**config.mk**
```make
export PLATFORM = sky130hd
export DESIGN_NAME = light_sequencer
export DESIGN_NICKNAME = d
export VERILOG_FILES = /design/src/rtl/game_pkg.sv /design/src/rtl/lfsr16.sv /design/src/rtl/light_sequencer.sv
export SDC_FILE = /design/constraint.sdc
export NUM_CORES = 1
export LEC_CHECK = 0
export CAP_MARGIN = 5
export CELL_PAD_IN_SITES_DETAIL_PLACEMENT = 0
export CELL_PAD_IN_SITES_GLOBAL_PLACEMENT = 1
export CORE_MARGIN = 4
export CORE_UTILIZATION = 45
export CTS_CLUSTER_SIZE = 14
export DETAILED_ROUTE_END_ITERATION = 16
export DONT_BUFFER_PORTS = 1
export GPL_TIMING_DRIVEN = 0
export PLACE_DENSITY_LB_ADDON = 0.1
export RECOVER_POWER = 100
export SYNTH_ARGS = -nofsm -noshare
export SYNTH_HDL_FRONTEND = slang
export SYNTH_SLANG_ARGS = --single-unit
```
**constraint.sdc**
```tcl
create_clock -name clk -period 3.9 [get_ports clk]
set_clock_uncertainty 0.1 [all_clocks]
set_input_delay 0.78 -clock clk [delete_from_list [all_inputs] [get_ports clk]]
set_output_delay 0.78 -clock clk [all_outputs]
set_load 0.005 [all_outputs]
```
**src/rtl/game_pkg.sv**
```systemverilog
// Shared definitions for the reaction-game pipeline: phase codes, counter widths
// and the 16-bit Galois LFSR step used for randomised delays.
package game_pkg;

  typedef enum logic [2:0] {
    PHASE_IDLE      = 3'd0,
    PHASE_COUNTDOWN = 3'd1,
    PHASE_GREEN     = 3'd2,
    PHASE_WARN      = 3'd3,
    PHASE_RED       = 3'd4
  } phase_t;

  localparam int unsigned ROUND_CNT_W = 8;

  // x^16 + x^14 + x^13 + x^11 + 1, right-shifting Galois form.
  localparam logic [15:0] Lfsr16Poly = 16'hB400;

  function automatic logic [15:0] lfsr16_next(input logic [15:0] cur);
    return cur[0] ? ((cur >> 1) ^ Lfsr16Poly) : (cur >> 1);
  endfunction

  function automatic int unsigned max_u(input int unsigned a, input int unsigned b);
    return (a > b) ? a : b;
  endfunction

endpackage

```
**src/rtl/lfsr16.sv**
```systemverilog
// Free-running 16-bit Galois LFSR; a zero seed is replaced by 1 so it never locks up.
module lfsr16
  import game_pkg::*;
#(
  parameter logic [15:0] SEED = 16'hACE1
) (
  input  logic        clk,
  input  logic        rst_n,
  output logic [15:0] q_o
);

  localparam logic [15:0] InitVal = (SEED == 16'h0000) ? 16'h0001 : SEED;

  logic [15:0] lfsr_q;

  always_ff @(posedge clk or negedge rst_n) begin
    if (!rst_n) begin
      lfsr_q <= InitVal;
    end else begin
      lfsr_q <= lfsr16_next(lfsr_q);
    end
  end

  assign q_o = lfsr_q;

endmodule

```
**src/rtl/light_sequencer.sv**
```systemverilog
// Red/green light phase sequencer feeding game_logic. Each phase lasts a whole number
// of prescaler ticks; green length is randomised from the LFSR when green is entered.
module light_sequencer
  import game_pkg::*;
#(
  parameter int unsigned TICK_DIV        = 50000,
  parameter int unsigned COUNTDOWN_TICKS = 3,
  parameter int unsigned GREEN_MIN       = 8,
  parameter int unsigned GREEN_RAND_W    = 3,
  parameter int unsigned WARN_TICKS      = 2,
  parameter int unsigned RED_TICKS       = 6,
  parameter logic [15:0] LFSR_SEED       = 16'hACE1
) (
  input  logic                   clk,
  input  logic                   rst_n,
  input  logic                   start_i,
  input  logic                   halt_i,
  output logic                   red_o,
  output logic                   enable_o,
  output logic                   warn_o,
  output logic [2:0]             phase_o,
  output logic [ROUND_CNT_W-1:0] round_cnt_o
);

  localparam int unsigned GreenMax = GREEN_MIN + (32'd1 << GREEN_RAND_W) - 32'd1;
  localparam int unsigned GreenW   = $clog2(GreenMax + 1);
  localparam int unsigned MaxTicks = max_u(max_u(COUNTDOWN_TICKS, GreenMax),
                                           max_u(WARN_TICKS, RED_TICKS));
  localparam int unsigned TimerW   = $clog2(MaxTicks + 1);
  localparam int unsigned PreW     = $clog2(TICK_DIV);
  localparam logic [15:0] RandMask = 16'((32'd1 << GREEN_RAND_W) - 32'd1);

  phase_t                   state_q, state_d;
  logic [PreW-1:0]          pre_q, pre_d;
  logic [TimerW-1:0]        timer_q, timer_d;
  logic [GreenW-1:0]        green_len_q, green_len_d;
  logic [ROUND_CNT_W-1:0]   round_cnt_q, round_cnt_d;
  logic                     red_q, red_d, enable_q, enable_d, warn_q, warn_d;
  logic [15:0]              lfsr_q;
  logic                     tick, phase_done;

  lfsr16 #(
    .SEED (LFSR_SEED)
  ) u_lfsr (
    .clk   (clk),
    .rst_n (rst_n),
    .q_o   (lfsr_q)
  );

  assign tick = (32'(pre_q) == TICK_DIV - 32'd1);

  // A phase ends on the tick that brings its tick count to N.
  always_comb begin
    phase_done = 1'b0;
    case (state_q)
      PHASE_COUNTDOWN: phase_done = (32'(timer_q) + 32'd1 == COUNTDOWN_TICKS);
      PHASE_GREEN:     phase_done = (32'(timer_q) + 32'd1 == 32'(green_len_q));
      PHASE_WARN:      phase_done = (32'(timer_q) + 32'd1 == WARN_TICKS);
      PHASE_RED:       phase_done = (32'(timer_q) + 32'd1 == RED_TICKS);
      default:         phase_done = 1'b0;
    endcase
    phase_done = phase_done & tick;
  end

  always_ff @(posedge clk or negedge rst_n) begin
    if (!rst_n) begin
      state_q <= PHASE_IDLE;
    end else begin
      state_q <= state_d;
    end
  end

  always_comb begin
    state_d = state_q;
    if (halt_i) begin
      state_d = PHASE_IDLE;
    end else begin
      case (state_q)
        PHASE_IDLE:      if (start_i)    state_d = PHASE_COUNTDOWN;
        PHASE_COUNTDOWN: if (phase_done) state_d = PHASE_GREEN;
        PHASE_GREEN:     if (phase_done) state_d = PHASE_WARN;
        PHASE_WARN:      if (phase_done) state_d = PHASE_RED;
        PHASE_RED:       if (phase_done) state_d = PHASE_GREEN;
        default:                         state_d = PHASE_IDLE;
      endcase
    end
  end

  always_comb begin
    red_d    = 1'b0;
    enable_d = 1'b0;
    warn_d   = 1'b0;
    unique case (state_d)
      PHASE_COUNTDOWN: red_d = 1'b1;
      PHASE_GREEN:     enable_d = 1'b1;
      PHASE_WARN: begin
        enable_d = 1'b1;
        warn_d   = 1'b1;
      end
      PHASE_RED: begin
        red_d    = 1'b1;
        enable_d = 1'b1;
      end
      default: ;
    endcase
  end

  // Timing counters restart on every state change and stay parked in IDLE.
  always_comb begin
    pre_d       = pre_q;
    timer_d     = timer_q;
    green_len_d = green_len_q;
    round_cnt_d = round_cnt_q;
    if ((state_d != state_q) || (state_q == PHASE_IDLE)) begin
      pre_d   = '0;
      timer_d = '0;
    end else if (tick) begin
      pre_d   = '0;
      timer_d = timer_q + 1'b1;
    end else begin
      pre_d = pre_q + 1'b1;
    end
    if ((state_d == PHASE_GREEN) && (state_q != PHASE_GREEN)) begin
      green_len_d = GreenW'(GREEN_MIN + 32'(lfsr_q & RandMask));
    end
    if ((state_q == PHASE_IDLE) && (state_d == PHASE_COUNTDOWN)) begin
      round_cnt_d = '0;
    end else if ((state_q == PHASE_RED) && (state_d == PHASE_GREEN) && (round_cnt_q != '1)) begin
      round_cnt_d = round_cnt_q + 1'b1;
    end
  end

  always_ff @(posedge clk or negedge rst_n) begin
    if (!rst_n) begin
      pre_q       <= '0;
      timer_q     <= '0;
      green_len_q <= '0;
      round_cnt_q <= '0;
      red_q       <= 1'b0;
      enable_q    <= 1'b0;
      warn_q      <= 1'b0;
    end else begin
      pre_q       <= pre_d;
      timer_q     <= timer_d;
      green_len_q <= green_len_d;
      round_cnt_q <= round_cnt_d;
      red_q       <= red_d;
      enable_q    <= enable_d;
      warn_q      <= warn_d;
    end
  end

  assign red_o       = red_q;
  assign enable_o    = enable_q;
  assign warn_o      = warn_q;
  assign phase_o     = state_q;
  assign round_cnt_o = round_cnt_q;

endmodule

```
==> metrics.json <==
{
  "timing": {
    "min_period_ps": 3380,
    "setup_viol": 0,
    "achievable_clock_frequency_mhz": 296,
    "hold_viol_final": 0,
    "tns_ps": 0,
    "min_period_over_period_pct": 86.6,
    "worst_slew_pin_slew_ps": 1190,
    "rsz0062_at_grt": "false",
    "slew-limit-headroom_pct": 19.9,
    "maxSlewViolCount": 0
  },
  "layout": {
    "filler_cell_count": 519,
    "area_growth_pct": 6.39,
    "layoutNonFillerInstCount": 316,
    "mostFrequentLayoutCell": "sky130_fd_sc_hd__dfrtp_1",
    "area_used_by_multi_input_combinational_logic_um2": 1110,
    "final_net_count": 250,
    "post_route_cells_drive_above_1_share_pct": 10.7,
    "antenna_cells": 0,
    "layout.cells.most_common_list": "46 x sky130_fd_sc_hd__dfrtp_1, 30 x sky130_fd_sc_hd__nor2_1, 17 x sky130_fd_sc_hd__nand3_1",
    "ff_latch_area_um2": 1360
  },
  "clocking": {
    "tritoncts": "built",
    "htreeDepth": 2,
    "max-clock-path-buffers": 2,
    "clock_sinks": 54,
    "cts-root-buf": "sky130_fd_sc_hd__clkbuf_8",
    "postCtsResizedCells": 0,
    "post_cts_hold_buffer_count": 0,
    "cts.clk_slew.worst_paths_ps": 100,
    "cts_inserted_buffers": 5,
    "cts_setup_buffers": 0,
    "worst_skew_pair.late_latency_ps": 310
  },
  "global_routing": {
    "vias_in_the_first_global_route": 1656,
    "globalRoute.totalOverflow": 0,
    "global_route_usage_over_all_layers_pct": 15.2,
    "first_pass_grt_wire_length_um": 8540,
    "initial_antenna_violation_count": 0,
    "maximum_number_of_pins_on_one_net_before_global_route_repair": 55
  },
  "setup_path": {
    "worstPathArrival_ps": 3480,
    "setup.worst_path.end_class": "register",
    "criticalPathCategory": "reg2reg",
    "critical_path_peak_fanout": 6,
    "timing.critical_path.required_ps": 4010,
    "timing.critical_path.from_type": "register"
  },
  "synth": {
    "syn-cell-area_um2": 2540,
    "synth_top_area_share_pct": 45.2,
    "synth.ff_latch_count": 54,
    "syn-num-nets": 243,
    "yosys_warning_total": 0,
    "synth_instances": 236,
    "synth_area_leaders": "sky130_fd_sc_hd__dfrtp_1 45%, sky130_fd_sc_hd__dfstp_2 8.3%, sky130_fd_sc_hd__nor2_1 4.4%",
    "synthArstFlopShare_pct": 100,
    "synth-edff-count": 0,
    "synth.yosys.seq_area_share_pct": 53.5,
    "netlist-cell-type-count": 43,
    "synth.largest_area_cell": "sky130_fd_sc_hd__dfrtp_1",
    "postSynthAreaPerCell_um2": 10.8,
    "postSynth.topFlopCell": "sky130_fd_sc_hd__dfrtp_1"
  },
  "pwr": {
    "swShare_pct": 23.5,
    "p_leak_nw": 1.17,
    "p_switching_mw": 0.216,
    "total_power_density_per_cell_area_nw_per_um2": 339,
    "power.clock.fraction_pct": 35.8,
    "share_seq_of_total_power_pct": 61.6,
    "p_int_mw": 0.703,
    "power.combinational.fraction_pct": 2.5,
    "ir_worst_vdd_uv": 163
  },
  "floorplan": {
    "die_area_um2": 6920,
    "die_h_um": 83.2,
    "die_width_um": 83.2,
    "num_io_pins": 18,
    "design.core.area_um2": 5510,
    "site_row_count": 27,
    "starting_density_pct": 46.2
  },
  "route": {
    "drt-pass1-iter-count": 4,
    "detail_route.wirelength_um": 4780,
    "drc_violations_left": 0,
    "routed-via-count": 1674,
    "detail_route.iter0.violations": 96,
    "vias_per_cell": 5.30,
    "postRouteAntennaNets": 0,
    "average_detailed_routed_wire_length_per_instance_um": 15.1
  },
  "place": {
    "numPortBuffers": 0,
    "post-dp-hpwl_um": 3280,
    "routabilityCongestion": 0.799,
    "placed_cells": 308
  },
  "run": {
    "cap_viol_max_count": 0
  },
  "status": {
    "result_of_the_run": "complete, no violations"
  },
  "min_path": {
    "hold_path.class": "in2async"
  }
}
[per-stage QoR]
| stage | cell area, um^2 | worst slack, ps | power, mW | hold slack [ps] | util [%] |
|---|---|---|---|---|---|
| 5_1_grt | 2710 | 204 | 0.964 | 18.8 | 49.2 |
| 2_1_floorplan | 2540 | 1230 | 0.595 | 231 | - |
| 3_3_place_gp | 2640 | 742 | 0.601 | 236 | 47.9 |
| 6_report | 2710 | 523 | 0.919 | 51.1 | 49.2 |
| 4_1_cts | 2730 | 763 | 0.938 | 29.3 | 49.6 |
| 3_5_place_dp | 2640 | 798 | 0.601 | 240 | 47.9 |
[worst max-delay path: stages, from the launching register on]
cell and delay (ps):
sky130_fd_sc_hd__dfrtp_1 480, sky130_fd_sc_hd__ha_1 280, sky130_fd_sc_hd__xnor2_1 260, sky130_fd_sc_hd__a311oi_1 100
sky130_fd_sc_hd__nor4_1 360, sky130_fd_sc_hd__or4b_1 460, sky130_fd_sc_hd__clkbuf_1 180, sky130_fd_sc_hd__nor4_1 650
sky130_fd_sc_hd__mux2_2 410
[cells by family after synthesis]
logic type,Yosys count,synth area share (%)
AND/OR/NAND/NOR,105,23.8
flip-flops,54,53.5
AO/OA/AOI/OAI,31,7.62
XOR/XNOR,23,7.92
buffers and inverters,11,1.97
multiplexers,9,3.69
adder cells (fa/ha/maj),3,1.48
[final timing paths]
path / start / cells after the start / endpoint / slack (ps)
max: timer_q[0] / 8 / green_len_q[2] / 520
min: rst_n / 0 / pre_q[13] / 50
max reg2reg: timer_q[0] / 8 / green_len_q[2] / 520
min reg2reg: u_lfsr.q_o[3] / 0 / u_lfsr.q_o[2] / 260
max in group asynchronous: rst_n / 0 / u_lfsr.q_o[15] / 3470
min in group clk: u_lfsr.q_o[3] / 0 / u_lfsr.q_o[2] / 260
[power groups by stage]
stage / Clock, mW / Sequential [mW] / Combinational [mW]
finish: 0.329 / 0.566 / 0.0231
global route: 0.371 / 0.567 / 0.0267
CTS: 0.348 / 0.567 / 0.0239
detailed placement: 0 / 0.577 / 0.0238
global placement: 0 / 0.577 / 0.0239
floorplan: 0 / 0.576 / 0.0184
[layout make-up]
class / instances / share of cell area, %
Multi-Input combinational cell: 171 / 41.1
Sequential cell: 54 / 50.3
Inverter: 3 / 0.416
Clock inverter: 3 / 0.970
Buffer: 8 / 1.39
Clock buffer: 5 / 2.54
Tap cell: 72 / 3.33
[metal layers]
layer  wire length [um]  GRT usage (%)  up-vias  part of all wire (%)
met5                  0              0        -                     0
met4                 57           4.90        0                   1.2
met3                214           3.87        5                   4.5
met2               2060           21.2       28                    43
met1               2450           22.9      799                    51
li1                   -              -      842                     -
[cell usage after synthesis (2+ instances only)]
cell type                  instances
sky130_fd_sc_hd__dfrtp_1          46
sky130_fd_sc_hd__nor2_1           30
sky130_fd_sc_hd__nand3_1          17
sky130_fd_sc_hd__nand2_1          16
sky130_fd_sc_hd__a21oi_1          12
sky130_fd_sc_hd__xor2_1           12
sky130_fd_sc_hd__xnor2_1          11
sky130_fd_sc_hd__and3_1           10
sky130_fd_sc_hd__dfstp_2           8
sky130_fd_sc_hd__mux2i_1           6
sky130_fd_sc_hd__nand2b_1          6
sky130_fd_sc_hd__clkbuf_1          5
sky130_fd_sc_hd__nor3_1            4
sky130_fd_sc_hd__o21ai_0           4
sky130_fd_sc_hd__o31ai_1           4
sky130_fd_sc_hd__a31oi_1           3
sky130_fd_sc_hd__ha_1              3
sky130_fd_sc_hd__inv_1             3
sky130_fd_sc_hd__mux2_2            3
sky130_fd_sc_hd__or3_1             3
sky130_fd_sc_hd__or4_1             3
sky130_fd_sc_hd__a311oi_1          2
sky130_fd_sc_hd__and4bb_2          2
sky130_fd_sc_hd__nand4_1           2
sky130_fd_sc_hd__o211ai_1          2
sky130_fd_sc_hd__or2_2             2
[flip-flops by register name, summed over array words and instances, names as in the netlist]
| name | cells |
|---|---|
| warn_o | 1 |
| round_cnt_o | 8 |
| green_len_q | 4 |
| pre_q | 16 |
| enable_o | 1 |
| u_lfsr.q_o | 16 |
| timer_q | 4 |
| phase_o | 3 |
| red_o | 1 |
Note: power is estimated with default switching activity, not from simulation.
==> patch, RTL diff (config.mk and constraints unchanged) <==
Put one more register stage on the output `round_cnt_o`, cleared by the reset. The value now appears one clock later. The other outputs are not delayed to match.
--- a/src/rtl/light_sequencer.sv
+++ b/src/rtl/light_sequencer.sv
@@ -154,7 +154,13 @@
   assign enable_o    = enable_q;
   assign warn_o      = warn_q;
   assign phase_o     = state_q;
-  assign round_cnt_o = round_cnt_q;
+  always_ff @(posedge clk or negedge rst_n) begin
+    if (!rst_n) begin
+      round_cnt_o <= '0;
+    end else begin
+      round_cnt_o <= round_cnt_q;
+    end
+  end
 
 endmodule
 
Check against the original RTL: no difference found for any inputs over 10 cycles, from zero or initial values and one cycle with rst_n low; that may be too few to reach the edited logic, so the function may still have changed.
==> patch against the unedited design <==
Sequential cell count rose by 8. Critical path type unchanged. Design area increased by 9.3%. Synthesized area grew 3.6%. Power rose by 45%. First-iteration DRC count increased by 2.1%. Wire length down 2.6%. Setup slack better by 0.050 ns.
==> patch: results <==
[run_status]
outcome = "finished, final reports clean"

[critical_path]
critical_path.max_stage_delay_ns = 0.62
arrival_ns = 3.43
crit_fanout = 10
r2r_end = "green_len_q[1]"
r2r_slack_ns = 0.57
critPathSlowestCell = "or4_1"
critPathLaunch = "pre_q[0]"

[cells_and_area]
n_fill_cell = 501
num-nonclk-inverters = 5
finish.utilization_pct = 52.79
multi_input_area_um2 = 1011
nMultiInputCombCells = 154
nets = 247
clkCellAreaFrac_pct = 8.115
layout-drive-gt1-share_pct = 12.65

[synthesis]
synth.most_common_cell = "dfrtp_1"
synth_mux_area_share_pct = 2.421
synth_cell_types = 42
ys_seq_area_share_pct = 59.23
synth-compound-area-share_pct = 5.648
synth_common_cells = "54 x dfrtp_1, 24 x nor2_1, 17 x xor2_1, 13 x nand2_1, 11 x and3_1"
synthesis.nets = 236
synth_async_sr_flop_share_pct = 100.0
synth_xor_area_share_pct = 8.970
synth_fa_ha_area_share_pct = 1.424
synth_area_per_cell_um2 = 11.51

[drt]
wire_per_inst_um = 14.69
vias_per_cell = 5.325
vias = 1688
drt_iter0_drc = 98

[placement]
place_congestion = 0.7529
placed_area_um2 = 2726
hpwl_um = 3202
placed_cells = 301
pre_cts_slack_ns = 0.6728

[clock_tree]
cts_made_buffers = 9
clkTransAtPathRegs_ns = 0.07
cts.sinks = 62
htreeDepth = 3
insertion_delay_ns = 0.32

[global_route]
grt_max_degree = 63
grtUsageTotal_pct = 14.46
grt_first_pass_wirelength_um = 8300

[timing]
tightest_slew_ns = 0.7125
fin_ws_ns = 0.5733
whs_ns = 0.04211

[power_and_ir_drop]
cellLeakagePower_nw = 1.350
ir_drop_v = 0.0002779
==> patch: cell types whose count changed in the layout (fill, tap and decap cells not counted), moves of 5 or more <==
cell	unedited run	this run
dfrtp_1	46	54
nand3_1	17	10
nor2_1	30	24
clkbuf_8	5	10
o21ai_0	4	9
xor2_1	12	17
==> patch: where the power goes <==
part	total [mW]	internal [mW]	switching, mW	leakage (nW)
Combinational	0.0198	0.00583	0.0139	0.397
Sequential	0.649	0.646	0.00288	0.832
Clock	0.667	0.442	0.226	0.121
==> patch: worst reg2reg max path, delay by kind of cell (launching register included) <==
kind,cells,cell delay [ns]
and+or+nand+nor,5,1.84
DFF,1,0.43
muxes,1,0.37
adders and majority gates,1,0.29
buffers and inverters,1,0.16
==> patch: metal layers <==
layer | up-vias | part of all wire, % | GRT usage (%)
met3 | 7 | 4.1 | 5.299
li1 | 821 | - | -
met4 | 0 | 1.2 | 4.317
met1 | 839 | 48 | 19.87
met2 | 21 | 47 | 21.49
met5 | - | 0 | 0
